## config.mk

```make
export PLATFORM = sky130hd
export DESIGN_NAME = pc_gen_unit
export DESIGN_NICKNAME = d
export VERILOG_FILES = /design/src/rtl/pc_gen_unit.sv
export SDC_FILE = /design/constraint.sdc
export NUM_CORES = 1
export LEC_CHECK = 0
export ABC_AREA = 0
export BUFFER_PORTS_ARGS = -buffer_cell sky130_fd_sc_hd__buf_4
export CELL_PAD_IN_SITES_DETAIL_PLACEMENT = 0
export CELL_PAD_IN_SITES_GLOBAL_PLACEMENT = 1
export CORE_ASPECT_RATIO = 0.7
export CORE_MARGIN = 5
export CORE_UTILIZATION = 30
export CTS_BUF_LIST = sky130_fd_sc_hd__clkbuf_16
export DETAILED_ROUTE_END_ITERATION = 12
export GPL_ROUTABILITY_DRIVEN = 0
export PLACE_DENSITY_LB_ADDON = 0.1
export SETUP_SLACK_MARGIN = 0.5
export SKIP_CTS_REPAIR_TIMING = 1
export SYNTH_ARGS = -nofsm -noshare
export SYNTH_HDL_FRONTEND = slang
export SYNTH_SLANG_ARGS = --single-unit
```

## constraint.sdc

```tcl
create_clock -name clk -period 2.65 [get_ports clk]
set_input_delay 0.1325 -clock clk [delete_from_list [all_inputs] [get_ports clk]]
set_output_delay 0.1325 -clock clk [all_outputs]
set_load 0.02 [all_outputs]
```

## src/rtl/pc_gen_unit.sv

```systemverilog
// Fetch PC generator: sequential, branch, JAL and JALR targets with trap FSM.
// Optional RVC_EN adds is_compressed (+2 step, bit[0]-only misalign check).
module pc_gen_unit #(
  parameter int unsigned     XLEN      = 32,
  parameter logic [XLEN-1:0] RESET_VEC = 32'h0000_0000,
  parameter logic [XLEN-1:0] TRAP_VEC  = 32'h0000_0100,
  parameter int unsigned     IMM_SHIFT = 1
) (
  input  logic            clk,
  input  logic            rst,
  input  logic            stall,
  input  logic            br_taken,
  input  logic            jal,
  input  logic            jalr,
  input  logic [XLEN-1:0] ex_pc,
  input  logic [XLEN-1:0] imm,
  input  logic [XLEN-1:0] rs1,
  input  logic            trap_ack,
`ifdef RVC_EN
  input  logic            is_compressed,
`endif
  output logic [XLEN-1:0] pc,
  output logic [XLEN-1:0] pc_plus4,
  output logic            pc_valid,
  output logic            misalign,
  output logic [XLEN-1:0] bad_target
);

  typedef enum logic [1:0] {
    BOOT = 2'd0,
    RUN  = 2'd1,
    TRAP = 2'd2
  } state_t;

  localparam logic [XLEN-1:0] ONE  = XLEN'(1);
  localparam logic [XLEN-1:0] FOUR = XLEN'(4);

  state_t          state_q, state_d;
  logic [XLEN-1:0] pc_q, pc_d;
  logic [XLEN-1:0] bad_q, bad_d;
  logic            mis_q, mis_d;

  logic [XLEN-1:0] br_tgt;
  logic [XLEN-1:0] jalr_tgt;
  logic [XLEN-1:0] tgt;
  logic [XLEN-1:0] step;
  logic            redirect;
  logic            tgt_mis;

  assign br_tgt   = ex_pc + (imm << IMM_SHIFT);
  assign jalr_tgt = (rs1 + imm) & ~ONE;
  assign redirect = jalr | jal | br_taken;

  always_comb begin
    tgt = br_tgt;
    if (jalr) begin
      tgt = jalr_tgt;
    end
  end

`ifdef RVC_EN
  assign step    = is_compressed ? XLEN'(2) : FOUR;
  assign tgt_mis = tgt[0];
`else
  assign step    = FOUR;
  assign tgt_mis = tgt[1];
`endif

  always_ff @(posedge clk) begin
    if (rst) begin
      state_q <= BOOT;
      pc_q    <= RESET_VEC;
      bad_q   <= '0;
      mis_q   <= 1'b0;
    end else begin
      state_q <= state_d;
      pc_q    <= pc_d;
      bad_q   <= bad_d;
      mis_q   <= mis_d;
    end
  end

  always_comb begin
    state_d = state_q;
    pc_d    = pc_q;
    bad_d   = bad_q;
    mis_d   = 1'b0;
    unique case (state_q)
      BOOT: begin
        state_d = RUN;
      end
      RUN: begin
        if (redirect && tgt_mis) begin
          pc_d    = TRAP_VEC;
          bad_d   = tgt;
          mis_d   = 1'b1;
          state_d = TRAP;
        end else if (redirect) begin
          // redirect wins over stall; upstream flushes
          pc_d = tgt;
        end else if (!stall) begin
          pc_d = pc_q + step;
        end
      end
      TRAP: begin
        if (trap_ack) begin
          state_d = RUN;
        end
      end
      default: begin
        state_d = BOOT;
      end
    endcase
  end

  assign pc         = pc_q;
  assign pc_plus4   = pc_q + FOUR;
  assign pc_valid   = (state_q == RUN);
  assign misalign   = mis_q;
  assign bad_target = bad_q;

endmodule

```

Word-level counts from Yosys, hierarchy flattened
Index checks and enable logic that the tools add are counted.
{ "word_totals": {"regBits": 67, "out_inout_bits": 98, "elab_cells": 29} }
{ "classes": {"add_sub_neg": 3, "eq_ne": 5, "n_mux": 8, "bitwise_logic": 3, "n_reduce_logical": 6} }
{ "ops": {"columns": ["operator", "count"], "rows": [
  ["32-bit 2-to-1 mux", 4],
  ["32-bit adder", 2],
  ["32-bit by 3-bit adder with 32-bit output, second input constant", 1],
  ["2-bit one-hot mux with 3 select lines", 1],
  ["2-bit AND reduction", 3],
  ["2-bit 2-to-1 mux", 2],
  ["3-bit by 1-bit inequality test with 1-bit output, second input constant", 1],
  ["2-bit by 1-bit equality test with 1-bit output, second input constant", 1],
  ["2-bit equality test, second input constant", 1],
  ["2-bit zero test", 1],
  ["2-bit by 1-bit inequality test with 1-bit output, second input constant", 1],
  ["2-bit inequality test, second input constant", 1],
  ["1-bit OR", 2],
  ["2-bit OR reduction", 1],
  ["1-bit logical AND", 1],
  ["1-bit 2-to-1 mux", 1],
  ["1-bit inverter", 1]
]} }

Longest topological paths before layout
{ "depth": {"word_depth": 5, "mapped_depth": 11} }

Least setup slack after synthesis
OpenSTA, ideal clock, no wires.
{ "synth_path": {"path_kind": "input port to flip-flop", "startpoint": "input port ex_pc[1]", "endpoint": "register pc_q[29], in the netlist pc[29]", "arrival_time_ns": 2.471, "required_time_ns": 2.592, "setup_slack_ns": 0.121, "stages": 11, "cell_sequence": "ha_1 fa_1 a21oi_1 o211ai_1 a31oi_1 nor4b_1 o32ai_2 o21ai_1 xnor2_1 a221oi_1 a21o_1"} }
{ "synth_between": {"elab_chain_cells": 5, "elab_cells_between_ends": 7, "cone_classes": "1 x add/sub; 1 x eq/ne; 3 x mux; 2 x reduce/logical"} }
{ "synth_rtl": {"columns": ["element", "line_no", "text"], "rows": [
  ["start: declaration", "15", "input logic [XLEN-1:0] ex_pc,"],
  ["32-bit adder (*)", "50", "assign br_tgt = ex_pc + (imm << IMM_SHIFT);"],
  ["32-bit 2-to-1 mux (*)", "56", "if (jalr) begin"],
  ["1-bit logical AND", "93", "if (redirect && tgt_mis) begin"],
  ["3-bit by 1-bit inequality test with 1-bit output (no source line)", null, null],
  ["2-bit AND reduction (no source line)", null, null],
  ["end signal: assignment", "77", "pc_q <= pc_d;"],
  ["end: declaration", "39", "logic [XLEN-1:0] pc_q, pc_d;"]
]} }
Mark *: on every way between the ends. The rest lies on a longest branch, timed or not.
A chain may end at the register's enable or synchronous reset.

Final worst setup path
{ "layout_path": {"startpoint": "input port imm[0]", "endpoint": "register pc_q[19], in the netlist pc[19]"} }
{ "layout_between": {"elab_chain_cells": 5, "elab_cells_between_ends": 8, "cone_classes": "2 x add/sub; 1 x eq/ne; 3 x mux; 2 x reduce/logical"} }
{ "layout_rtl": {"columns": ["element", "line_no", "text"], "rows": [
  ["start: declaration", "16", "input logic [XLEN-1:0] imm,"],
  ["32-bit adder (on tied branches)", "50, 51", null],
  ["32-bit 2-to-1 mux (*)", "56", null],
  ["1-bit logical AND", "93", null],
  ["3-bit by 1-bit inequality test with 1-bit output (no source line)", null, null],
  ["2-bit AND reduction (no source line)", null, null]
]} }
Marks and branches as above.

==> impl_metrics.csv <==
group,metric,value,unit
placement,portBuffers,198,
finish,fillers,2297,
route,drc,0,
route,totalWireLength,28.8,mm
placement,dp.cells,1527,
timing,slew_headroom,48.8,%
power,p_per_area,452,nW/um2
route,ant_nets,0,
yosys,ys.flop_type,"dfxtp_1",
timing,fin_skew,0.00885,ns
global_routing,gr-total-overflow,0,
yosys,yosysUniqueCellTypes,81,
finish,area_growth,62.9,%
worst_setup_path,crit_arrival,2.67,ns
run_status,status,"finished, final reports clean",
global_routing,grtUsageTotal,20.6,%
global_routing,grt_pass1_vias,7302,
timing,tightestPinTransition,0.768,ns
finish,layout-drive-gt1-share,42.2,%
cts,tritoncts,"built",
yosys,synth_area_leaders,"dfxtp_1 (19%), ha_1 (11%), a21oi_1 (6.2%)",
route,vias,8139,
finish,regArea,1360,um2
placement,place_ws,-0.361,ns
finish,nets,1435,
worst_setup_path,end_kind,"register",
cts,htreeDepth,3,
route,drtIter0Drc,407,
worst_setup_path,worstSetupPathType,"in -> reg",
yosys,synth_edf_count,0,
worst_setup_path,required,2.86,ns
cts,clock_latency,0.33,ns
worst_hold_path,min_path_type,"in -> reg",
global_routing,grt_max_degree,51,
global_routing,grt_pass1_wl,42.4,mm
timing,finalWorstPathRequiredPeriod,2.46,ns
cts,clockRootBuffer,"clkbuf_16",
route,vias_per_cell,5.13,
power,p_leak,0.00507,uW
floorplanning,die-area,26200,um2
cts,cts.sinks,66,
power,ir_drop,0.298,mV
cts,clock_path_buffers,2,
timing,hold_violations,0,
yosys,yosysTopAreaCellShare,19.1,%
timing,setup_viol,0,
timing,fmax,406,MHz
floorplanning,core-area,22700,um2
finish,antenna_cells,0,
yosys,synth_seq_cells,66,
finish,final_cells,1586,
yosys,yosysSeqAreaShare,19.1,%
finish,multiInputGateArea,6320,um2
worst_setup_path,path_max_fanout,5,
cts,cts_inserted_buffers,9,
timing,period_share,92.8,%
yosys,synth_top_area_cell,"dfxtp_1",
run,drv_cap,0,
route,first_pass_iters,5,
yosys,yosys-top-cells-count,"nor2_1 (110), nand2_1 (93), a21oi_1 (86)",
yosys,async_reset_ff_share,0,%
worst_setup_path,start_kind,"primary input",
timing,drv_slew,0,
yosys,syn_area,6910,um2
route,wl_per_cell,18.2,um
yosys,syn_area_per_cell,7.29,um2
floorplanning,fp-row-count,46,
floorplanning,fp.dieW,191,um
cts,clkTransAtPathRegs,0.05,ns
floorplanning,start_util,30.5,%
yosys,ys_warn_count,0,
global_routing,antenna_found_initial,0,
timing,rsz0062_at_grt,"yes",
floorplanning,die_y,137,um
timing,worst_slack,0.190,ns
placement,dp_hpwl,23.4,mm
yosys,yosysMostFrequentCell,"nor2_1",
floorplanning,num_io_pins,201,
yosys,netlist_instances,947,
==> cell usage in the layout, fill, tap and decap left out, types with 9 or more instances in the layout <==
cell type and instances:
a21oi_2 17, nand3_1 26, a21o_1 39, o21a_1 12, nor2_1 98, clkbuf_16 9, buf_4 333, dfxtp_4 9
nand2_1 90, a211oi_1 12, o211ai_1 9, o21ai_0 51, xnor2_1 28, o21ai_1 11, xor2_1 19, nand4_1 17
nor2b_1 11, buf_6 25, dfxtp_1 51, xnor2_2 18, nand2b_1 10, ha_1 50, inv_1 23, nor3_1 22
ha_4 10, a21oi_1 69
==> per-stage QoR <==
stage | utilization, % | setup TNS, ns | hold slack, ns | cell area, um2 | power, uW
5_1_grt | 49.6 | 0 | 0.104 | 11200 | 5370
3_3_place_gp | 42.9 | -2.41 | 0.424 | 9730 | 3590
4_1_cts | 44.1 | -0.0354 | 0.0841 | 10000 | 4740
2_1_floorplan | - | 0 | 0.296 | 7150 | 2530
6_report | 49.6 | 0 | 0.102 | 11200 | 5080
3_5_place_dp | 42.9 | -3.07 | 0.428 | 9730 | 3590
==> routing by layer <==
| metal | routed length [um] | GRT usage [%] | vias to the layer above | part of all wire, % |
|---|---|---|---|---|
| li1 | - | - | 4105 | - |
| met4 | 244 | 3.31 | 0 | 0.85 |
| met5 | 0 | 0 | - | 0 |
| met1 | 15900 | 35.4 | 3778 | 55 |
| met3 | 1800 | 2.96 | 14 | 6.3 |
| met2 | 10900 | 26.1 | 242 | 38 |
==> area by class of cell <==
class | count | share of cell area, %
Multi-Input combinational cell | 812 | 56.2
Timing Repair Buffer | 360 | 25.1
Sequential cell | 66 | 12.1
Tap cell | 312 | 3.47
Clock buffer | 9 | 2.00
Inverter | 20 | 0.667
Clock inverter | 7 | 0.489
==> critical path, stage by stage <==
cell and delay [ns]:
buf_6 0.09, buf_6 0.11, ha_4 0.16, fa_2 0.37, a21oi_4 0.17, o211ai_1 0.12
a31oi_2 0.22, buf_6 0.17, o31ai_4 0.09, a31o_2 0.28, a211oi_2 0.26, nand4_1 0.13
buf_4 0.17, mux2i_1 0.12, o21ai_0 0.08
==> state kept, by name, summed over array words and instances (netlist names) <==
signal and cells:
bad_target 32, pc 31, state_q 2, misalign 1
==> power breakdown <==
group | internal (uW) | switching (uW)
clock network | 711 | 427
registers | 1100 | 112
logic | 1260 | 1470
total | 3070 | 2010
==> path summary, 6_finish.rpt <==
path	startpoint	to	slack (ns)	depth (start not counted)
min reg2reg	bad_target[3]	bad_target[3]	0.46	2
max	imm[0]	pc[19]	0.19	15
min	ex_pc[0]	bad_target[0]	0.10	3
max reg2reg	pc[11]	pc[26]	0.50	10
==> kinds of logic (layout without fill, tap and decap cells) <==
kind of cell               Yosys count  after routing  share of synthesized area (%)
and+or+nand+nor                    346            346                           23.5
AOI/OAI and AO/OA                  312            312                           30.1
xor gates and xnor gates            76             76                           9.64
buffers and inverters               70            396                           4.04
DFF                                 66             66                           19.1
adders and majority gates           63             63                           11.6
muxes                               13             13                           1.94
other                                1              2                         0.0543
(Power assumes the default switching activity.)
